## src/rtl/bram_port_arbiter.sv

```systemverilog
// Two-master arbiter for the data-side BRAM port. M0 (CPU) has fixed priority.
// A starvation guard protects M1 (DMA), which may also lock the port for a bounded burst.
module bram_port_arbiter #(
    parameter int READ_LATENCY = 1,
    parameter int STARVE_LIMIT = 4,
    parameter int BURST_MAX    = 16
) (
    input  logic        clk,
    input  logic        reset,
    input  logic        m0_req,
    input  logic [3:0]  m0_we,
    input  logic [14:0] m0_addr,
    input  logic [31:0] m0_wdata,
    output logic        m0_gnt,
    output logic        m0_rvalid,
    output logic [31:0] m0_rdata,
    input  logic        m1_req,
    input  logic        m1_lock,
    input  logic [3:0]  m1_we,
    input  logic [14:0] m1_addr,
    input  logic [31:0] m1_wdata,
    output logic        m1_gnt,
    output logic        m1_rvalid,
    output logic [31:0] m1_rdata,
    output logic        bram_en,
    output logic [3:0]  bram_we,
    output logic [14:0] bram_addr,
    output logic [31:0] bram_din,
    input  logic [31:0] bram_dout,
    output logic        starved
);

    localparam int SW   = $clog2(STARVE_LIMIT + 1);
    localparam int BW   = $clog2(BURST_MAX + 1);
    localparam int LAST = READ_LATENCY - 1;
    localparam logic [SW-1:0] STARVE_TOP = SW'(STARVE_LIMIT);
    localparam logic [BW-1:0] BURST_TOP  = BW'(BURST_MAX);

    typedef enum logic [1:0] {IDLE, M1_BURST, RELEASE} state_t;

    state_t                   state;
    logic [SW-1:0]            starve_cnt;
    logic [BW-1:0]            burst_cnt;
    logic [READ_LATENCY-1:0]  pipe_valid;
    logic [READ_LATENCY-1:0]  pipe_id;
    logic                     grant0;
    logic                     grant1;
    logic                     starve_win;
    logic                     idle_arb;
    logic                     rd_issue;

    // A burst that loses its lock or request falls back to ordinary arbitration in the same cycle.
    always_comb begin
        grant0     = 1'b0;
        grant1     = 1'b0;
        starve_win = 1'b0;
        idle_arb   = (state == IDLE) || (state == M1_BURST && !(m1_req && m1_lock));
        if (!reset) begin
            grant0 = 1'b0;
        end else if (state == RELEASE) begin
            grant0 = m0_req;
        end else if (idle_arb) begin
            if (m0_req && m1_req) begin
                if (starve_cnt == STARVE_TOP) begin
                    grant1     = 1'b1;
                    starve_win = 1'b1;
                end else begin
                    grant0 = 1'b1;
                end
            end else begin
                grant0 = m0_req;
                grant1 = m1_req;
            end
        end else if (!(burst_cnt == BURST_TOP && m0_req)) begin
            grant1 = 1'b1;
        end
    end

    always_comb begin
        bram_we   = 4'b0000;
        bram_addr = 15'h0000;
        bram_din  = 32'h0000_0000;
        if (grant0) begin
            bram_we   = m0_we;
            bram_addr = m0_addr;
            bram_din  = m0_wdata;
        end else if (grant1) begin
            bram_we   = m1_we;
            bram_addr = m1_addr;
            bram_din  = m1_wdata;
        end
    end

    assign m0_gnt   = grant0;
    assign m1_gnt   = grant1;
    assign starved  = starve_win;
    assign bram_en  = grant0 | grant1;
    assign rd_issue = bram_en && (bram_we == 4'b0000);

    always_ff @(posedge clk or negedge reset) begin
        if (!reset) begin
            state      <= IDLE;
            starve_cnt <= '0;
            burst_cnt  <= '0;
            pipe_valid <= '0;
            pipe_id    <= '0;
            m0_rvalid  <= 1'b0;
            m1_rvalid  <= 1'b0;
            m0_rdata   <= 32'h0000_0000;
            m1_rdata   <= 32'h0000_0000;
        end else begin
            case (state)
                IDLE: begin
                    if (grant1 && m1_lock) begin
                        state     <= M1_BURST;
                        burst_cnt <= BW'(1);
                    end
                end
                M1_BURST: begin
                    if (!(m1_req && m1_lock)) begin
                        state <= IDLE;
                    end else if (!grant1) begin
                        state <= RELEASE;
                    end else if (burst_cnt != BURST_TOP) begin
                        // Saturate so a forced release is still taken once M0 shows up.
                        burst_cnt <= burst_cnt + BW'(1);
                    end
                end
                RELEASE: state <= IDLE;
                default: state <= IDLE;
            endcase

            if (!m1_req || grant1) begin
                starve_cnt <= '0;
            end else if (starve_cnt != STARVE_TOP) begin
                starve_cnt <= starve_cnt + SW'(1);
            end

            pipe_valid[0] <= rd_issue;
            pipe_id[0]    <= grant1;
            for (int i = 1; i < READ_LATENCY; i++) begin
                pipe_valid[i] <= pipe_valid[i-1];
                pipe_id[i]    <= pipe_id[i-1];
            end

            m0_rvalid <= pipe_valid[LAST] && !pipe_id[LAST];
            m1_rvalid <= pipe_valid[LAST] && pipe_id[LAST];
            if (pipe_valid[LAST] && !pipe_id[LAST]) begin
                m0_rdata <= bram_dout;
            end
            if (pipe_valid[LAST] && pipe_id[LAST]) begin
                m1_rdata <= bram_dout;
            end
        end
    end

endmodule
```

## config.mk

```make
export PLATFORM = sky130hd
export DESIGN_NAME = bram_port_arbiter
export DESIGN_NICKNAME = d
export VERILOG_FILES = /design/src/rtl/bram_port_arbiter.sv
export SDC_FILE = /design/constraint.sdc
export NUM_CORES = 1
export LEC_CHECK = 0
export BUFFER_PORTS_ARGS = -buffer_cell sky130_fd_sc_hd__buf_2
export CORE_MARGIN = 1
export CORE_UTILIZATION = 37
export CTS_CLUSTER_SIZE = 12
export DETAILED_ROUTE_END_ITERATION = 6
export PLACE_DENSITY = 0.75
export SLEW_MARGIN = 20
export SYNTH_ARGS = -nofsm -noshare
export SYNTH_HDL_FRONTEND = slang
export SYNTH_SLANG_ARGS = --single-unit
```

## constraint.sdc

```tcl
create_clock -name clk -period 1.64 [get_ports clk]
set_clock_uncertainty 0.05 [all_clocks]
set_input_delay 0.082 -clock clk [delete_from_list [all_inputs] [get_ports clk]]
set_output_delay 0.082 -clock clk [all_outputs]
set_load 0.01 [all_outputs]
```

Word level (Yosys, flattened, before mapping)
Cells that the tools add are included.
{ "op_classes": {"add_sub_neg": 2, "mul": 0, "div": 0, "n_lt_le_gt_ge": 0, "n_eq_ne": 11, "shifts": 0, "muxes": 32, "n_bitwise": 1, "n_reduce_logical": 19} }
{ "op_table": {"columns": ["op", "n"], "rows": [
  ["32-bit two-way mux", 2],
  ["15-bit two-way mux", 2],
  ["5-bit two-way mux", 4],
  ["1-bit two-way mux", 15],
  ["5-bit one-hot mux with 2 select lines", 1],
  ["1-bit logical AND", 8],
  ["4-bit two-way mux", 2],
  ["2-bit two-way mux", 3],
  ["3-bit two-way mux", 2],
  ["2-bit by 1-bit inequality test with 1-bit output (second input constant)", 3],
  ["3-bit inequality test (second input constant)", 2],
  ["5-bit by 1-bit adder with 5-bit output (second input constant)", 1],
  ["5-bit == test (second input constant)", 1],
  ["5-bit inequality test (second input constant)", 1],
  ["5-bit AND reduction", 1],
  ["4-bit logical NOT", 1],
  ["2-bit one-hot mux with 2 select lines", 1],
  ["2-bit nonzero test", 2],
  ["3-bit by 1-bit adder with 3-bit output (second input constant)", 1],
  ["3-bit == test (second input constant)", 1],
  ["1-bit logical NOT", 3],
  ["2-bit by 1-bit == test with 1-bit output (second input constant)", 1],
  ["2-bit == test (second input constant)", 1],
  ["2-bit logical NOT", 1],
  ["4 further kinds", 5]
]} }
{ "word_totals": {"regBits": 78, "latchBits": 0, "mem_bits_rw": 0, "romBits": 0, "input_bits": 139, "n_memories": 0} }

Depth between registers and ports, before layout
{ "depth": {"depth_word": 11, "depth_mapped": 8} }

Least setup slack after synthesis
OpenSTA, ideal clock, no wires.
{ "synth_timing": {"path_type": "register to output", "startpoint": "register starve_cnt[0]", "endpoint": "output port bram_addr[0]", "arrival_ps": 1722, "t_required_ps": 1508, "slack_ps": -214, "path_stages_with_launch": 9, "path_buffers": 2, "cell_sequence": "dfrtp_1 inv_1 ha_1 a21bo_2 o211ai_1 nor2_1 buf_2 buf_2 a22o_1"} }
{ "synth_via": {"elab_chain_cells": 8, "word_cells_on_any_way": 13, "classes_between": "eq/ne (1); mux (12)"} }
{ "synth_rtl": {"columns": ["element", "line_no", "text"], "rows": [
  ["from (decl)", "42", "logic [SW-1:0] starve_cnt;"],
  ["from (signal assigned)", "136", "starve_cnt <= starve_cnt + SW'(1);"],
  ["3-bit == test *", "64", "if (starve_cnt == STARVE_TOP) begin"],
  ["1-bit two-way mux", "64", null],
  ["1-bit two-way mux", "63", "if (m0_req && m1_req) begin"],
  ["1-bit two-way mux", "62", "end else if (idle_arb) begin"],
  ["1-bit two-way mux", "60", "end else if (state == RELEASE) begin"],
  ["1-bit two-way mux", "58", "if (!reset) begin"],
  ["15-bit two-way mux", "87", "end else if (grant1) begin"],
  ["15-bit two-way mux *", "83", "if (grant0) begin"],
  ["to (decl)", "27", "output logic [14:0] bram_addr,"]
]} }
Every way passes the cells marked *; elsewhere a longest branch is shown, timed or not.

Worst setup path in the final report
{ "layout_timing": {"startpoint": "register starve_cnt[1]", "endpoint": "output port bram_din[26]"} }
{ "layout_via": {"elab_chain_cells": 8, "word_cells_on_any_way": 13, "classes_between": "eq/ne (1); mux (12)"} }
{ "layout_rtl": {"columns": ["element", "line_no", "text"], "rows": [
  ["3-bit == test *", "64", null],
  ["1-bit two-way mux", "64", null],
  ["1-bit two-way mux", "63", null],
  ["1-bit two-way mux", "62", null],
  ["1-bit two-way mux", "60", null],
  ["1-bit two-way mux", "58", null],
  ["32-bit two-way mux", "87", null],
  ["32-bit two-way mux *", "83", null],
  ["to (decl)", "28", "output logic [31:0] bram_din,"]
]} }
Marks and branches as above.

==> reports/qor.yml <==
outcome:
  status: "finished with violations"
  violations: "setup timing"
routing:
  viasPerCell: 5.04
  wl_mm: 13.4
  post_drt_wl_per_cell_um: 17.8
  drt-initial-drc-count: 103
  wl_met2_mm: 7.05
  remaining_drc_errors: 0
  drtAntennaViolNets: 0
  wl_met1_mm: 4.96
  met3_length_mm: 1.10
  routed.top_layer: "met4"
  vias: 3788
  drtPass1Iterations: 5
synth:
  synth.area.top_cells: "dfrtp_1, mux2_2, a22o_1"
  synth_common_cells: "dfrtp_1, mux2_2, a22o_1, buf_2, nand2_1"
  synth_fp_nets: 426
  synth-edff-count: 0
  ys.flop_type: "dfrtp_1"
  post-synth-top-area-cell: "dfrtp_1"
  synth.top_cell.area_share: 0.528
  ys_async_sr_fraction: 1.00
  synthCells: 283
  avgSynthCellArea_um2: 13.1
  synth_area_um2: 3700
  ys_ff_latch: 78
  synth.most_common_cell: "dfrtp_1"
  seq_area_frac_synth: 0.528
  synth_cell_types: 40
  yosysWarningCount: 0
global_routing:
  grt_overflow_total: 0
  grt_pass1_wl_mm: 19.3
  grt_antenna_before_repair: 4
  grt_max_degree: 75
  grt_pass1_vias: 3726
  grt_usage: 0.248
place:
  place_inst: 678
  place_congestion: 0.954
  io_buffer_count: 259
  hpwlAfterDp_mm: 9.39
clocking:
  cts_root_buf: "clkbuf_8"
  clk_path_buf_depth: 2
  cts_max_level: 3
  clk_latency_ns: 0.34
  tritoncts: "built"
  clkTransAtPathRegs_ns: 0.07
  cts.sinks: 78
  cts_buffers: 9
timing:
  worst_pin_slew_ns: 0.910
  finalSetupViolCount: 65
  slew_headroom: 0.393
  fin_crit_sh: 1.41
  setup_ws_ns: -0.672
  rsz0062_at_grt: "yes"
  drv_slew: 0
  holdWs_ns: 0.0302
  fmax_ghz: 0.433
  finalHoldViolCount: 0
  finalCriticalPeriod_ns: 2.31
worst_setup_path:
  startpoint_type: "flip-flop"
  critPathKind: "flip-flop to primary output"
  worstSetupStartpoint: "starve_cnt[1]"
  critPathCaptureType: "primary output"
  crit_chain: "inv_2, ha_4, a21bo_2, o211ai_1, nor2_4, buf_12, a22o_1, buf_2"
  critPathMaxStageDelay_ns: 0.38
  worst_ep_arrival_time_ns: 2.18
  required_ns: 1.51
  r2r-start: "starve_cnt[1]"
  crit_slowest_cell: "dfrtp_1"
  crit_fanout: 11
final_layout:
  syn_to_final_growth_pct: 69.1
  drive_gt1_frac: 0.653
  multi_input_comb_area_um2: 1740
  final_nets: 752
  stdcell_count: 751
  seq_area_um2: 1950
  fillers: 753
floorplanning:
  die_w_um: 102
  coreArea_um2: 9730
  rows: 36
  die_area_um2: 10400
  ioPinCount: 260
  fp.dieH_um: 102
  start_util: 0.380
hold_path:
  min_from: "m1_req"
  hold_class: "primary input to flip-flop"
run:
  drv_cap: 0
power_and_ir_drop:
  power_mw: 5.50
  p_per_area_nw_per_um2: 879
  p_leak_nw: 3.25
  ir_drop_v: 0.000527
==> layout by cell type (no fill, tap or decap), types with 3 or more instances in the layout <==
| master | synthesis | final |
|---|---|---|
| a22o_1 | 51 | 51 |
| buf_12 | 0 | 6 |
| buf_16 | 0 | 3 |
| buf_2 | 11 | 252 |
| buf_4 | 0 | 25 |
| buf_6 | 0 | 13 |
| clkbuf_8 | 0 | 9 |
| dfrtp_1 | 78 | 77 |
| diode_2 | 0 | 5 |
| dlygate4sd3_1 | 0 | 36 |
| inv_2 | 0 | 4 |
| mux2_2 | 65 | 65 |
| nand2_1 | 8 | 6 |
| nor2_1 | 5 | 4 |
| nor3_1 | 3 | 3 |
| nor3b_2 | 0 | 4 |
==> cell type report <==
type,count,area share
Timing Repair Buffer,336,0.349
Inverter,6,0.00360
Antenna cell,5,0.00200
Clock buffer,11,0.0210
Tap cell,133,0.0266
Clock inverter,4,0.00780
Multi-Input combinational cell,178,0.278
Sequential cell,78,0.312
==> metrics by stage <==
step | setup slack (ns) | TNS (ns) | area, µm² | util
2_1_floorplan | -0.101 | -2.77 | 3740 | -
3_3_place_gp | -0.224 | -9.37 | 5340 | 0.548
3_5_place_dp | -0.253 | -11.40 | 5340 | 0.548
4_1_cts | -0.595 | -29.54 | 6090 | 0.626
5_1_grt | -0.753 | -40.03 | 6250 | 0.642
6_report | -0.672 | -35.00 | 6250 | 0.643
==> timing repair <==
item,in CTS,in global routing
pin swaps,4,7
gates resized for setup,18,17
hold buffers,36,0
cloned,3,1
endpoints found under the setup margin,66,67
buffers inserted,9,5
endpoints found under the hold margin,69,0
==> critical path: cells and delay by family, from the launching register on <==
kind / cells / cell delay (ns)
buffers and inverters: 3 / 0.38
DFF: 1 / 0.38
adders and majority gates: 1 / 0.17
and+or+nand+nor: 1 / 0.16
AOI/OAI and AO/OA: 3 / 0.76
==> cells by family after synthesis <==
family / Yosys count / synth area share
flip-flops: 78 / 0.528
XOR/XNOR: 1 / 0.00237
AO/OA/AOI/OAI: 67 / 0.161
AND/OR/NAND/NOR: 39 / 0.0612
multiplexers: 67 / 0.203
buffers and inverters: 27 / 0.0311
adder cells (fa/ha/maj): 4 / 0.0135
==> sequential cells by signal, indices dropped and copies added, names as in the netlist <==
| register | flops |
|---|---|
| starve_cnt | 3 |
| m1_rdata | 32 |
| m0_rvalid | 1 |
| pipe_id | 1 |
| pipe_valid | 1 |
| burst_cnt | 5 |
| state | 2 |
| m0_rdata | 32 |
| m1_rvalid | 1 |
==> path summary, 6_finish.rpt <==
path,end,slack (ns),cells past startpoint
max in group asynchronous,state[0],0.39,3
min in group asynchronous,starve_cnt[0],0.11,2
setup reg to reg,starve_cnt[2],-0.27,8
hold / removal,starve_cnt[2],0.03,2
setup / recovery,bram_din[26],-0.67,8
hold reg to reg,m0_rdata[13],0.45,1
==> per-layer routing <==
metal | GRT usage | vias to the layer above
met3 | 0.0677 | 21
met2 | 0.453 | 203
met1 | 0.271 | 1832
met4 | 0.100 | 0
met5 | 0 | -
li1 | - | 1732
==> power breakdown <==
group | switching [mW] | leakage, nW | internal, mW
sequential | 0.182 | 0.962 | 2.26
clock | 0.653 | 0.0932 | 0.694
combinational | 0.777 | 2.20 | 0.927
(Power assumes the default switching activity.)
